[src/rtl/halfband_output_fifo.sv]
// halfband_output_fifo
//   Output buffer behind the polyphase halfband decimator. The decimator's
//   single-cycle valid/data pulses are captured here. They are then offered
//   on a show-ahead valid/ready stream, so a stalling consumer never silently
//   loses samples. The block also reports occupancy, an almost-full warning
//   and a sticky overflow flag.
//
//   Build option: define HB_OUTFIFO_DROP_CNT_EN to build the saturating
//   8-bit dropped-sample counter. When it is undefined, drop_count is tied
//   to zero.
//
// Ports
//   clk          : single clock
//   reset        : asynchronous, active-low reset
//   in_valid     : new sample pulse from the decimator (valid_out)
//   in_data      : sample word from the decimator (data_out)
//   out_valid    : head entry present on out_data
//   out_ready    : consumer takes the head entry this cycle
//   out_data     : head-of-queue sample (show-ahead)
//   count        : occupancy, 0..DEPTH
//   almost_full  : count >= ALMOST_FULL_LEVEL
//   overflow     : sticky, set when a sample was dropped
//   drop_count   : saturating count of dropped samples (0 unless enabled)

module halfband_output_fifo #(
    parameter int SAMPLE_WIDTH      = 6,
    parameter int DEPTH             = 8,
    parameter int ALMOST_FULL_LEVEL = 6
) (
    input  logic                    clk,
    input  logic                    reset,
    input  logic                    in_valid,
    input  logic [SAMPLE_WIDTH-1:0] in_data,
    output logic                    out_valid,
    input  logic                    out_ready,
    output logic [SAMPLE_WIDTH-1:0] out_data,
    output logic [$clog2(DEPTH):0]  count,
    output logic                    almost_full,
    output logic                    overflow,
    output logic [7:0]              drop_count
);

    localparam int PW = $clog2(DEPTH);
    localparam int CW = PW + 1;
    localparam logic [CW-1:0] FULL_LVL = CW'(DEPTH);
    localparam logic [CW-1:0] AF_LVL   = CW'(ALMOST_FULL_LEVEL);

    logic [SAMPLE_WIDTH-1:0] mem [DEPTH];
    logic [PW-1:0]           wr_ptr;
    logic [PW-1:0]           rd_ptr;
    logic                    full;
    logic                    pop;
    logic                    push;
    logic                    drop;

    // Full/empty come from count, so the pointers may wrap freely.
    assign full        = (count == FULL_LVL);
    assign out_valid   = (count != '0);
    assign out_data    = mem[rd_ptr];
    assign almost_full = (count >= AF_LVL);

    // A pop in the same cycle frees the slot, so a push into a full
    // queue is still accepted when the consumer takes the head.
    assign pop  = out_valid & out_ready;
    assign push = in_valid & (~full | pop);
    assign drop = in_valid & full & ~pop;

    // Storage holds no reset. Its contents are meaningless until count says otherwise.
    always_ff @(posedge clk) begin
        if (push) mem[wr_ptr] <= in_data;
    end

    always_ff @(posedge clk or negedge reset) begin
        if (!reset) begin
            wr_ptr   <= '0;
            rd_ptr   <= '0;
            count    <= '0;
            overflow <= 1'b0;
        end else begin
            if (push) wr_ptr <= wr_ptr + PW'(1);
            if (pop)  rd_ptr <= rd_ptr + PW'(1);
            case ({push, pop})
                2'b10:   count <= count + CW'(1);
                2'b01:   count <= count - CW'(1);
                default: count <= count;
            endcase
            if (drop) overflow <= 1'b1;
        end
    end

`ifdef HB_OUTFIFO_DROP_CNT_EN
    always_ff @(posedge clk or negedge reset) begin
        if (!reset)
            drop_count <= 8'd0;
        else if (drop && drop_count != 8'hFF)
            drop_count <= drop_count + 8'd1;
    end
`else
    assign drop_count = 8'd0;
`endif

endmodule

[config.mk]
export PLATFORM = sky130hd
export DESIGN_NAME = halfband_output_fifo
export DESIGN_NICKNAME = d
export VERILOG_FILES = /design/src/rtl/halfband_output_fifo.sv
export SDC_FILE = /design/constraint.sdc
export NUM_CORES = 1
export LEC_CHECK = 0
export BUFFER_PORTS_ARGS = -buffer_cell sky130_fd_sc_hd__clkbuf_2
export CAP_MARGIN = 20
export CORE_MARGIN = 5
export CORE_UTILIZATION = 50
export CTS_BUF_LIST = sky130_fd_sc_hd__clkbuf_4 sky130_fd_sc_hd__clkbuf_8
export DETAILED_ROUTE_END_ITERATION = 10
export GPL_TIMING_DRIVEN = 0
export PLACE_DENSITY_LB_ADDON = 0.1
export SLEW_MARGIN = 10
export SYNTH_ARGS = -nofsm -noshare
export SYNTH_HDL_FRONTEND = slang
export SYNTH_SLANG_ARGS = --single-unit
[constraint.sdc]
create_clock -name clk -period 4.9 [get_ports clk]
set_input_delay 0.735 -clock clk [delete_from_list [all_inputs] [get_ports clk]]
set_output_delay 0.735 -clock clk [all_outputs]
set_load 0.01 [all_outputs]
==> reports/metrics.cfg <==
[drt]
route.detailed.vias_per_inst=5.21
drt_first_pass_iters=4
post-route-drc-count=0
route.final.wire_length_mm=4.54
wire_per_inst_microns=16.9
routed-via-count=1402
drt.antenna.violating_nets=0
detail_route.iter0.violations=50

[yosys]
ys_ff_latch=59
synth_area_leaders=sky130_fd_sc_hd__edfxtp_1, sky130_fd_sc_hd__dfrtp_1, sky130_fd_sc_hd__mux4_2
postSynthAreaPerCell_sq_um=16.8
synth.yosys.seq_area_share_pct=66.0
synthDominantCellAreaShare_pct=55.4
yosysTopAreaCell=sky130_fd_sc_hd__edfxtp_1
synth.lib_cells_used.distinct=32
postSynthCellCount=155
mappedNetlistArea_sq_mm=0.00260
yosysWarnings=0

[placement]
pre_cts_ws_ns=2.12
dpl.hpwl_mm=3.13
routabilityCongestion=0.810
numPortBuffers=21
placed_area_sq_mm=0.00283

[timing]
clock_skew_ns=0.00772
timing.slew.headroom_pct=29.4
worst_hold_slack_ns=0.267
setup_slack_of_the_critical_path_after_layout_ns=2.04
setup_tns_ns=0
min_period_over_period_pct=58.3
tightestPinTransition_ns=1.05
finalSetupViolCount=0
final-hold-violation-count=0
period_minus_slack_ns=2.86
maximum_clock_frequency_mhz=350
slew_violations=0
grt_setup_unrepaired=false

[outcome]
status=completed

[worst_setup_path]
worst_r2r_path_depth=5
cp.arrival_ns=2.12
critPathCaptureType=output port
crit_path_max_fanout=10
critical_path_startpoint_category=register
required_ns=4.16
timing_worst_setup_path_type=reg -> out

[power_and_ir_drop]
finalPower_mw=1.74
vdd.ir_drop.worst_uv=378
power.switching_uw=538
swShare_pct=30.8
p_clk_share_pct=26.5
share_of_total_power_in_combinational_logic_pct=33.0
powerDensity_mw_per_mm2=576
cellLeakagePower_nw=1.15
power.internal_mw=1.21
pwr-share-seq_pct=40.6

[layout]
drive_gt1_share_pct=38.2
nets=208
final_cell_mix=sky130_fd_sc_hd__edfxtp_1, sky130_fd_sc_hd__clkbuf_2, sky130_fd_sc_hd__mux4_2
antennaDiodeCount=0
area.growth.synth_to_final_pct=16.5
final_cell_area_sq_mm=0.00303
mostFrequentLayoutCell=sky130_fd_sc_hd__edfxtp_1

[clock_tree]
clk_root_buffer_cell=sky130_fd_sc_hd__clkbuf_8
tritoncts=built
clk_pin_slew_ns=0.07
postCtsSetupBuffers=0
cts-buffers-inserted=9
clkSinkCount=59
clock_insertion_delay_at_the_later_pin_of_the_skew_report_ns=0.34
cts_htree_levels=3
ctsLongestPathBuffers=2
cts-resized-gates=0
postCtsHoldBufs=0

[floorplanning]
floorplan.die_area_sq_mm=0.00675
top_level_ports=31
placement_rows=26
die-width_microns=82.1
core_sq_mm=0.00507
dieHeight_microns=82.1
floorplan.initialDensity_pct=51.3

[min_path]
timing.hold.worst.class=in -> async

[job]
max-cap-violations=0

[global_routing]
groute.usage.overall_pct=16.1
grt_first_pass_wirelength_mm=7.55
met3_usage_pct=4.77
busiest_layer=met2
met2_track_demand_over_resource_pct=26.1
first_global_vias=1540
overflow=0
grt_start_max_net_pins=12
antenna_found_initial=0
grt_use_met1_pct=19.6

-- final cells by class --
cell class | instances | area, sq um
clock buffers | 9 | 124
plain buffers | 15 | 105
fillers | 420 | 2040
multi-input cells | 87 | 803
well taps | 70 | 87.6
clock inverters | 6 | 81.3
inverters | 1 | 3.75
flip-flops and latches | 59 | 1720
repair buffers | 22 | 110
-- final timing paths --
path | from | end | slack (ns)
min in group clk | overflow | overflow | 0.47
max | rd_ptr[1] | out_data[5] | 2.04
min | reset | rd_ptr[0] | 0.27
max in group asynchronous | reset | count[1] | 4.40
max reg2reg | count[3] | mem[1][1] | 2.51
min reg2reg | overflow | overflow | 0.47
-- metal layers --
| metal | part of all wire [%] | vias to the layer above |
|---|---|---|
| met2 | 50 | 37 |
| li1 | - | 657 |
| met3 | 6.4 | 9 |
| met5 | 0 | - |
| met1 | 41 | 699 |
| met4 | 2.1 | 0 |
-- power groups by stage --
stage                     clock network (mW)  logic, mW  registers, mW
after CTS                              0.469      0.590          0.709
after global routing                   0.495      0.637          0.721
after detailed placement                   0      0.587          0.718
after global placement                     0      0.572          0.709
after floorplan                            0      0.427          0.706
final                                  0.462      0.576          0.708
-- state kept, by name, indices dropped and copies added, names as in the netlist --
signal    count
mem          48
overflow      1
count         4
wr_ptr        3
rd_ptr        3
-- cell usage after synthesis --
cell	instances
sky130_fd_sc_hd__a21o_1	1
sky130_fd_sc_hd__a21o_2	1
sky130_fd_sc_hd__a21oi_1	2
sky130_fd_sc_hd__a2bb2oi_1	1
sky130_fd_sc_hd__a311oi_2	2
sky130_fd_sc_hd__a31o_2	1
sky130_fd_sc_hd__buf_1	2
sky130_fd_sc_hd__buf_2	3
sky130_fd_sc_hd__buf_4	8
sky130_fd_sc_hd__buf_6	2
sky130_fd_sc_hd__conb_1	1
sky130_fd_sc_hd__dfrtp_1	11
sky130_fd_sc_hd__edfxtp_1	48
sky130_fd_sc_hd__ha_1	3
sky130_fd_sc_hd__inv_1	1
sky130_fd_sc_hd__mux2_1	1
sky130_fd_sc_hd__mux2_2	7
sky130_fd_sc_hd__mux2i_1	1
sky130_fd_sc_hd__mux4_2	12
sky130_fd_sc_hd__nand2_1	11
sky130_fd_sc_hd__nand2b_1	4
sky130_fd_sc_hd__nand3_1	4
sky130_fd_sc_hd__nor2_1	11
sky130_fd_sc_hd__nor2b_1	2
sky130_fd_sc_hd__nor3_1	2
sky130_fd_sc_hd__nor3_2	2
sky130_fd_sc_hd__nor4_2	1
sky130_fd_sc_hd__o221ai_1	1
sky130_fd_sc_hd__o41ai_4	1
sky130_fd_sc_hd__or3_4	1
sky130_fd_sc_hd__xnor2_1	4
sky130_fd_sc_hd__xor2_1	3
-- stage by stage --
step	instances	utilization, %
2_1_floorplan	162	-
3_3_place_gp	253	55.6
3_5_place_dp	254	55.7
4_1_cts	269	59.7
5_1_grt	269	59.7
6_report	269	59.7
-- cells by family (layout without fill, tap and decap cells) --
kind of cell	count (synthesis)	in the layout	synth area share, %
mux	21	21	14.2
buf+inv	16	53	4.18
flops	59	59	66.0
xor+xnor	7	7	2.36
simple gates	38	38	7.45
fa+ha+maj	3	3	1.44
other cells	1	8	0.144
compound gates	10	10	4.23
-- critical path: stages (launching register included) --
cell and delay, ns:
sky130_fd_sc_hd__dfrtp_1 0.46, sky130_fd_sc_hd__buf_1 0.51, sky130_fd_sc_hd__mux4_2 0.41, sky130_fd_sc_hd__mux2_2 0.28
sky130_fd_sc_hd__clkbuf_2 0.13
No activity file was read; power rests on OpenSTA's default activity.
